==> src/rtl/linear_cordic_muldiv_pipe.sv <==
// Linear-mode CORDIC pipeline: per-transaction divide (vectoring) or multiply-accumulate (rotation).
// Optional macro CORDIC_DIV_ERR_EN adds err_out, which flags a divide by zero.
module linear_cordic_muldiv_pipe #(
  parameter int BIT_WIDTH = 27,
  parameter int FRAC_BITS = 23,
  parameter int ITERS     = 24,
  parameter int TAG_WIDTH = 4
) (
  input  logic                        clk,
  input  logic                        reset,
  input  logic                        in_valid,
  output logic                        in_ready,
  input  logic                        in_mode,
  input  logic [TAG_WIDTH-1:0]        in_tag,
  input  logic signed [BIT_WIDTH-1:0] x_in,
  input  logic signed [BIT_WIDTH-1:0] y_in,
  input  logic signed [BIT_WIDTH-1:0] z_in,
  output logic                        out_valid,
  input  logic                        out_ready,
  output logic                        out_mode,
  output logic [TAG_WIDTH-1:0]        out_tag,
  output logic signed [BIT_WIDTH-1:0] x_out,
  output logic signed [BIT_WIDTH-1:0] y_out,
  output logic signed [BIT_WIDTH-1:0] z_out
`ifdef CORDIC_DIV_ERR_EN
  ,
  output logic                        err_out
`endif
);

  localparam logic signed [BIT_WIDTH-1:0] ONE = {{(BIT_WIDTH-1){1'b0}}, 1'b1} << FRAC_BITS;
  localparam int MSB = BIT_WIDTH - 1;

  logic [ITERS-1:0]            rdy;
  logic [ITERS-1:0]            v_q, m_q;
  logic [ITERS-1:0]            src_v, src_m;
  logic [TAG_WIDTH-1:0]        tag_q   [ITERS];
  logic [TAG_WIDTH-1:0]        src_tag [ITERS];
  logic signed [BIT_WIDTH-1:0] x_q   [ITERS];
  logic signed [BIT_WIDTH-1:0] y_q   [ITERS];
  logic signed [BIT_WIDTH-1:0] z_q   [ITERS];
  logic signed [BIT_WIDTH-1:0] src_x [ITERS];
  logic signed [BIT_WIDTH-1:0] src_y [ITERS];
  logic signed [BIT_WIDTH-1:0] src_z [ITERS];
  logic signed [BIT_WIDTH-1:0] y_d   [ITERS];
  logic signed [BIT_WIDTH-1:0] z_d   [ITERS];
`ifdef CORDIC_DIV_ERR_EN
  logic [ITERS-1:0]            err_q, src_err;
`endif

  // Ready chain: a stage may load if it, or any stage further downstream, is empty.
  always_comb begin
    logic acc;
    acc = out_ready;
    rdy = '0;
    for (int k = ITERS - 1; k >= 0; k--) begin
      acc    = acc || !v_q[k];
      rdy[k] = acc;
    end
  end

  assign in_ready = rdy[0];

  always_comb begin
    src_v[0]   = in_valid;
    src_m[0]   = in_mode;
    src_tag[0] = in_tag;
    src_x[0]   = x_in;
    src_y[0]   = y_in;
    src_z[0]   = z_in;
`ifdef CORDIC_DIV_ERR_EN
    src_err[0] = !in_mode && (x_in == '0);
`endif
    for (int k = 1; k < ITERS; k++) begin
      src_v[k]   = v_q[k-1];
      src_m[k]   = m_q[k-1];
      src_tag[k] = tag_q[k-1];
      src_x[k]   = x_q[k-1];
      src_y[k]   = y_q[k-1];
      src_z[k]   = z_q[k-1];
`ifdef CORDIC_DIV_ERR_EN
      src_err[k] = err_q[k-1];
`endif
    end
  end

  // go_up selects y += xs, z -= e; otherwise y -= xs, z += e.
  always_comb begin
    logic signed [BIT_WIDTH-1:0] xs;
    logic signed [BIT_WIDTH-1:0] e;
    logic                        go_up;
    for (int k = 0; k < ITERS; k++) begin
      xs    = src_x[k] >>> k;
      e     = ONE >> k;
      go_up = src_m[k] ? !src_z[k][MSB] : (src_y[k][MSB] != src_x[k][MSB]);
      y_d[k] = go_up ? src_y[k] + xs : src_y[k] - xs;
      z_d[k] = go_up ? src_z[k] - e  : src_z[k] + e;
`ifdef CORDIC_DIV_ERR_EN
      if (src_err[k]) begin
        y_d[k] = src_y[k];
        z_d[k] = (k == 0) ? '0 : src_z[k];
      end
`endif
    end
  end

  always_ff @(posedge clk) begin
    if (reset) begin
      v_q <= '0;
      m_q <= '0;
`ifdef CORDIC_DIV_ERR_EN
      err_q <= '0;
`endif
      for (int k = 0; k < ITERS; k++) begin
        tag_q[k] <= '0;
        x_q[k]   <= '0;
        y_q[k]   <= '0;
        z_q[k]   <= '0;
      end
    end else begin
      for (int k = 0; k < ITERS; k++) begin
        if (rdy[k]) begin
          v_q[k]   <= src_v[k];
          m_q[k]   <= src_m[k];
          tag_q[k] <= src_tag[k];
          x_q[k]   <= src_x[k];
          y_q[k]   <= y_d[k];
          z_q[k]   <= z_d[k];
`ifdef CORDIC_DIV_ERR_EN
          err_q[k] <= src_err[k];
`endif
        end
      end
    end
  end

  assign out_valid = v_q[ITERS-1];
  assign out_mode  = m_q[ITERS-1];
  assign out_tag   = tag_q[ITERS-1];
  assign x_out     = x_q[ITERS-1];
  assign y_out     = y_q[ITERS-1];
  assign z_out     = z_q[ITERS-1];
`ifdef CORDIC_DIV_ERR_EN
  assign err_out   = err_q[ITERS-1];
`endif

endmodule

==> config.mk <==
export PLATFORM = sky130hd
export DESIGN_NAME = linear_cordic_muldiv_pipe
export DESIGN_NICKNAME = d
export VERILOG_FILES = /design/src/rtl/linear_cordic_muldiv_pipe.sv
export SDC_FILE = /design/constraint.sdc
export NUM_CORES = 2
export LEC_CHECK = 0
export ABC_CLOCK_PERIOD_IN_PS = 7830
export CORE_MARGIN = 5
export CORE_UTILIZATION = 35
export CTS_CLUSTER_SIZE = 12
export DETAILED_ROUTE_END_ITERATION = 12
export SLEW_MARGIN = 25
export SYNTH_ARGS = -nofsm -noshare
export SYNTH_HDL_FRONTEND = slang
export SYNTH_SLANG_ARGS = --single-unit
==> constraint.sdc <==
create_clock -name clk -period 7.83 [get_ports clk]
set_clock_uncertainty 0.2 [all_clocks]
set_input_delay 2.349 -clock clk [delete_from_list [all_inputs] [get_ports clk]]
set_output_delay 2.349 -clock clk [all_outputs]
set_load 0.005 [all_outputs]
**Word level (Yosys, flattened, before mapping)**

Memories as Yosys holds them, arrays and structs flattened.
Index checks and enable logic that the tools add are counted.

- Flip-flop bits (word level): 48
- Memory bits (writable): 2040
- Input bits: 90
- Output and inout port bits: 88
- Logic and storage cells: 582
- Memories: 4

- Add/subtract/negate cells: 96
- Equal/unequal tests: 24
- Mux-type cells: 242
- Bitwise gates (word level): 96
- Reductions and logical operators: 72

Memory list:

| memory | words | bits a word | read ports | clocked after memory_dff | write ports | RTL line | text |
|---|---|---|---|---|---|---|---|
| x_q | 24 | 27 | 24 | 0 | 24 | 39 | `logic signed [BIT_WIDTH-1:0] x_q [ITERS];` |
| y_q | 24 | 27 | 24 | 0 | 24 | 40 | `logic signed [BIT_WIDTH-1:0] y_q [ITERS];` |
| z_q | 24 | 27 | 24 | 0 | 24 | 41 | `logic signed [BIT_WIDTH-1:0] z_q [ITERS];` |
| tag_q | 24 | 4 | 24 | 0 | 24 | 37 | `logic [TAG_WIDTH-1:0] tag_q [ITERS];` |

Operators with widths:

| operator | count |
|---|---|
| $mux 27 | 120 |
| $mux 1 | 98 |
| $mux 4 | 24 |
| $or 1x1->1 | 96 |
| $logic_not 1->1 | 48 |
| $add 27x10->27 | 1 |
| $add 27x10->27 const B | 1 |
| $add 27x11->27 | 1 |
| $add 27x11->27 const B | 1 |
| $add 27x12->27 | 1 |
| $add 27x12->27 const B | 1 |
| $add 27x13->27 | 1 |
| $add 27x13->27 const B | 1 |
| $add 27x14->27 | 1 |
| $add 27x14->27 const B | 1 |
| $add 27x15->27 | 1 |
| $add 27x15->27 const B | 1 |
| $add 27x16->27 | 1 |
| $add 27x16->27 const B | 1 |
| $add 27x17->27 | 1 |
| $add 27x17->27 const B | 1 |
| $add 27x18->27 | 1 |
| $add 27x18->27 const B | 1 |
| $add 27x19->27 | 1 |
| other kinds (79) | 125 |

**Longest topological paths before layout**

- Word-level depth: 29
- Gate-level depth with buffers: 19
- Mapped depth without buffers: 19

**Worst setup path before layout**

No wires, ideal clock.

- Path type: input to register
- Start point: input out_ready
- End point: register v_q[12]
- Setup time: 0.245 ns
- Data arrival time: 7.335 ns
- Slack: 0.050 ns
- Stages: 10
- Cell sequence: and3b_1 buf_2 nand3_1 nor2_1 nand3_1 nor2_1 inv_1 nor2_1 nand2_1 o21ai_0

- Word-level cells in the longest chain between the ends: 12

Ends and longest elaborated chain:

| element | RTL line | text |
|---|---|---|
| start, declared | 19 | `input logic out_ready,` |
| $logic_or 1x1->1 (12 in series) | 57 | `acc = acc \|\| !v_q[k];` |
| end signal, assigned by index | 123 | `v_q[k] <= src_v[k];` |
| end, declared | 35 | `logic [ITERS-1:0] v_q, m_q;` |

No other way between the ends.
A chain may end at the register's enable or synchronous reset.

**Worst setup path after layout**

- Start point: input out_ready
- End point: output in_ready

- Word-level cells in the longest chain between the ends: 24

Ends and longest elaborated chain:

| element | RTL line | text |
|---|---|---|
| $logic_or 1x1->1 (24 in series) | 57 |  |
| end, declared | 12 | `output logic in_ready,` |

No other way between the ends.

==> out/qor.yml <==
setup_path:
  crit_path_max_incr_delay_ns: 0.45
  arrival_ns: 4.86
  cp-start-kind: "input pin"
  cp_max_fo: 4
  crit_chain: "clkdlybuf4s50_1 -> and3b_2 -> nand4_1 -> buf_4 -> nor3_4 -> nand2_2 -> nor3_2 -> buf_4 -> nand4_1 -> dlymetal6s2s_1"
  worstSetupEndpointType: "output pin"
  worstSetupPathType: "input pin to output pin"
  cp_slowest_cell: "clkdlybuf4s50_1"
  cp.required_ns: 5.28
finish:
  area_growth_pct: 12.04
  final_nets: 13080
  final-instance-count-excl-fill: 16900
  layout-drive-gt1-share_pct: 5.097
  final_area_um2: 140900
power_and_ir_drop:
  irDropWorstVdd_mv: 0.1667
  powerDensity_nw_per_um2: 205.5
  p_leak_uw: 0.06382
  p_total_uw: 28960
sta:
  finalHoldViolCount: 0
  fin_setup_tns_ns: 0
  min_period_over_period_pct: 94.62
  setup_viol: 0
  worst_pin_slew_ns: 1.004
  drv_slew: 0
  finalCriticalPeriod_ns: 7.409
  slew_headroom_pct: 32.83
  fmax_mhz: 135.0
  rsz0062_at_grt: "no"
clocking:
  htreeDepth: 4
  hold_buffers: 0
  cts_num_sinks: 2088
  cts.clk_slew.worst_paths_ns: 0.06
  numCtsBuffers: 233
  root_buffer: "clkbuf_16"
  cts_tree: "built"
  post_cts_buffers: 0
  clock_path_buffers: 4
  insertion_delay_ns: 0.89
routing:
  ant_nets: 0
  drc: 0
  drt-initial-drc-count: 3632
  dr.pass1.iters: 5
  via_count: 83570
  wirelength_um: 257000
  viasPerCell: 4.945
  wl_per_cell_um: 15.21
die:
  die_h_um: 609.4
  start_util_pct: 35.09
  core_um2: 358400
  fp.dieW_um: 609.4
  num_rows: 220
  pin_count: 178
  die_area_um2: 371400
yosys:
  ys_seq_area_share_pct: 49.48
  synth-xor-area-share_pct: 7.640
  ys_seq_elements: 2088
  synthAdderAreaFrac_pct: 10.72
  synth_nets: 12860
  synth_top_family_by_area: "simple AND/OR/NAND/NOR gates"
  synth_cell_types: 90
  synth_mux_area_share_pct: 0.5094
  ys_async_sr_fraction_pct: 0
  synthCells: 11720
  synth_warnings: 0
  avgSynthCellArea_um2: 10.73
  netlist_area_um2: 125800
  synth_edf_count: 2040
  synth_compound_area_share_pct: 12.94
  yosys.area_share.simple_pct: 16.80
  synthFlopType: "edfxtp_1"
global_routing:
  overflow: 0
  first_global_vias: 84080
  grt_antenna_before_repair: 3
  grt_pass1_wl_um: 418200
  gr-usage-all-layers_pct: 13.46
  grt_use_met3_pct: 1.623
  grt_max_degree: 194
  met2_usage_pct: 27.74
  grt_util_met1_pct: 13.23
  grt_busiest_layer: "met2"
status:
  status: "completed"
place:
  port_buffers: 177
  dp.cells: 16480
  hpwl_um: 198300
  place_area_um2: 133600
  gp_congestion: 0.8599
job:
  drv_cap: 0
min_path:
  hold_class: "register to register"
layout by cell type (no fill, tap or decap), types with 50 or more instances in the layout:
master,instances
edfxtp_1,2040
nor2_1,1393
ha_1,1001
a21oi_1,791
and2_1,678
nand2_1,661
xnor2_1,573
xor2_1,524
o21ai_0,445
a21o_1,373
inv_1,308
nor3_1,279
nor2b_1,278
and3_1,265
clkbuf_16,235
nand3_1,179
clkdlybuf4s50_1,175
o21a_1,126
buf_4,122
o21bai_1,121
nand2b_1,120
o31ai_1,108
a211oi_1,104
or3_1,96
a31oi_1,85
clkbuf_1,60
or2_2,50
routing by layer:
metal  vias up  wire length (um)
met2      1095            143900
li1      43200                 -
met5         -                 0
met3       561              7055
met1     38710             94870
met4         0             11190
cell type report:
cell class	count	area, um^2
diodes	1	2.502
repair buffers	306	2799
well taps	4773	5972
multi-input cells	8999	61490
clock buffers	319	6436
inverters	317	1200
flip-flops and latches	2088	62220
clock inverters	95	777.0
fillers	34770	217500
worst max-delay path: cells and delay by family:
family	cells	cell delay, ns
buf+inv	4	1.06
simple gates	6	1.44
power breakdown:
part / leakage, uW / switching, uW / internal [uW] / total [uW]
clock network: 0.00353 / 4410 / 6040 / 10400
logic: 0.0350 / 3010 / 2270 / 5290
registers: 0.0253 / 279 / 12900 / 13200
metrics by stage:
stage               setup WS (ns)  utilization [%]  hold slack, ns
finish                     0.4214            39.31          0.2605
detailed placement       -0.08366            37.27          0.2451
floorplan                 0.05019                -          0.2298
global placement          -0.1413            37.26          0.2418
global route               0.2707            39.31          0.2814
CTS                       0.07454            39.29          0.2564
registers in the layout (all words and copies together) (netlist names):
register / count
m_q: 24
tag_q: 96
v_q: 24
x_q: 648
y_q: 648
z_q: 648
cells by family (layout without fill, tap and decap cells):
logic type	count (synthesis)	count (layout)
buffers and inverters	635	1037
DFF	2088	2088
xor gates and xnor gates	1097	1097
adders and majority gates	1049	1049
muxes	60	60
and+or+nand+nor	4250	4250
AOI/OAI and AO/OA	2543	2543
other	0	1
Yosys cell counts (29+ instances only):
library cell / number / area, um^2
a21o_1: 373 / 2800
a31oi_1: 86 / 538.0
a211o_1: 29 / 254.0
mux2_2: 32 / 360.4
and3_1: 265 / 1658
dfxtp_1: 48 / 960.9
fa_1: 48 / 960.9
nor2b_1: 278 / 1739
nor3b_1: 46 / 345.3
or2_2: 50 / 312.8
a21oi_1: 797 / 3989
xor2_1: 524 / 4589
o21ai_0: 448 / 2242
nand4_1: 31 / 193.9
xnor2_1: 573 / 5019
edfxtp_1: 2040 / 61260
and2_1: 678 / 4242
ha_1: 1001 / 12520
a211oi_1: 104 / 780.8
o211ai_1: 41 / 307.8
inv_1: 313 / 1175
o31ai_1: 108 / 810.8
o21bai_1: 121 / 908.4
nand3_1: 185 / 925.9
nand2b_1: 121 / 757.0
nor3_1: 280 / 1401
nor2_1: 1401 / 5259
o41ai_1: 35 / 306.5
o21a_1: 126 / 945.9
or3_1: 96 / 600.6
clkbuf_1: 283 / 1062
nor4_1: 40 / 250.2
nand2_1: 673 / 2526
a2111oi_0: 30 / 262.8
a21boi_0: 44 / 330.3
path summary, 6_finish.rpt:
kind	start	end	slack, ns	depth (start not counted)
worst max register to register	x_q[1][215]	y_q[2][19]	1.83	15
worst min register to register	v_q[19]	v_q[20]	0.26	2
worst min-delay path	v_q[19]	v_q[20]	0.26	2
worst max-delay path	out_ready	in_ready	0.42	10
what timing repair did:
item                                    4_1_cts  5_1_grt
endpoints found under the setup margin        1        1
gates resized for setup                       2        1
cloned                                        0        0
hold endpoints to repair                      0        0
(Power assumes the default switching activity.)
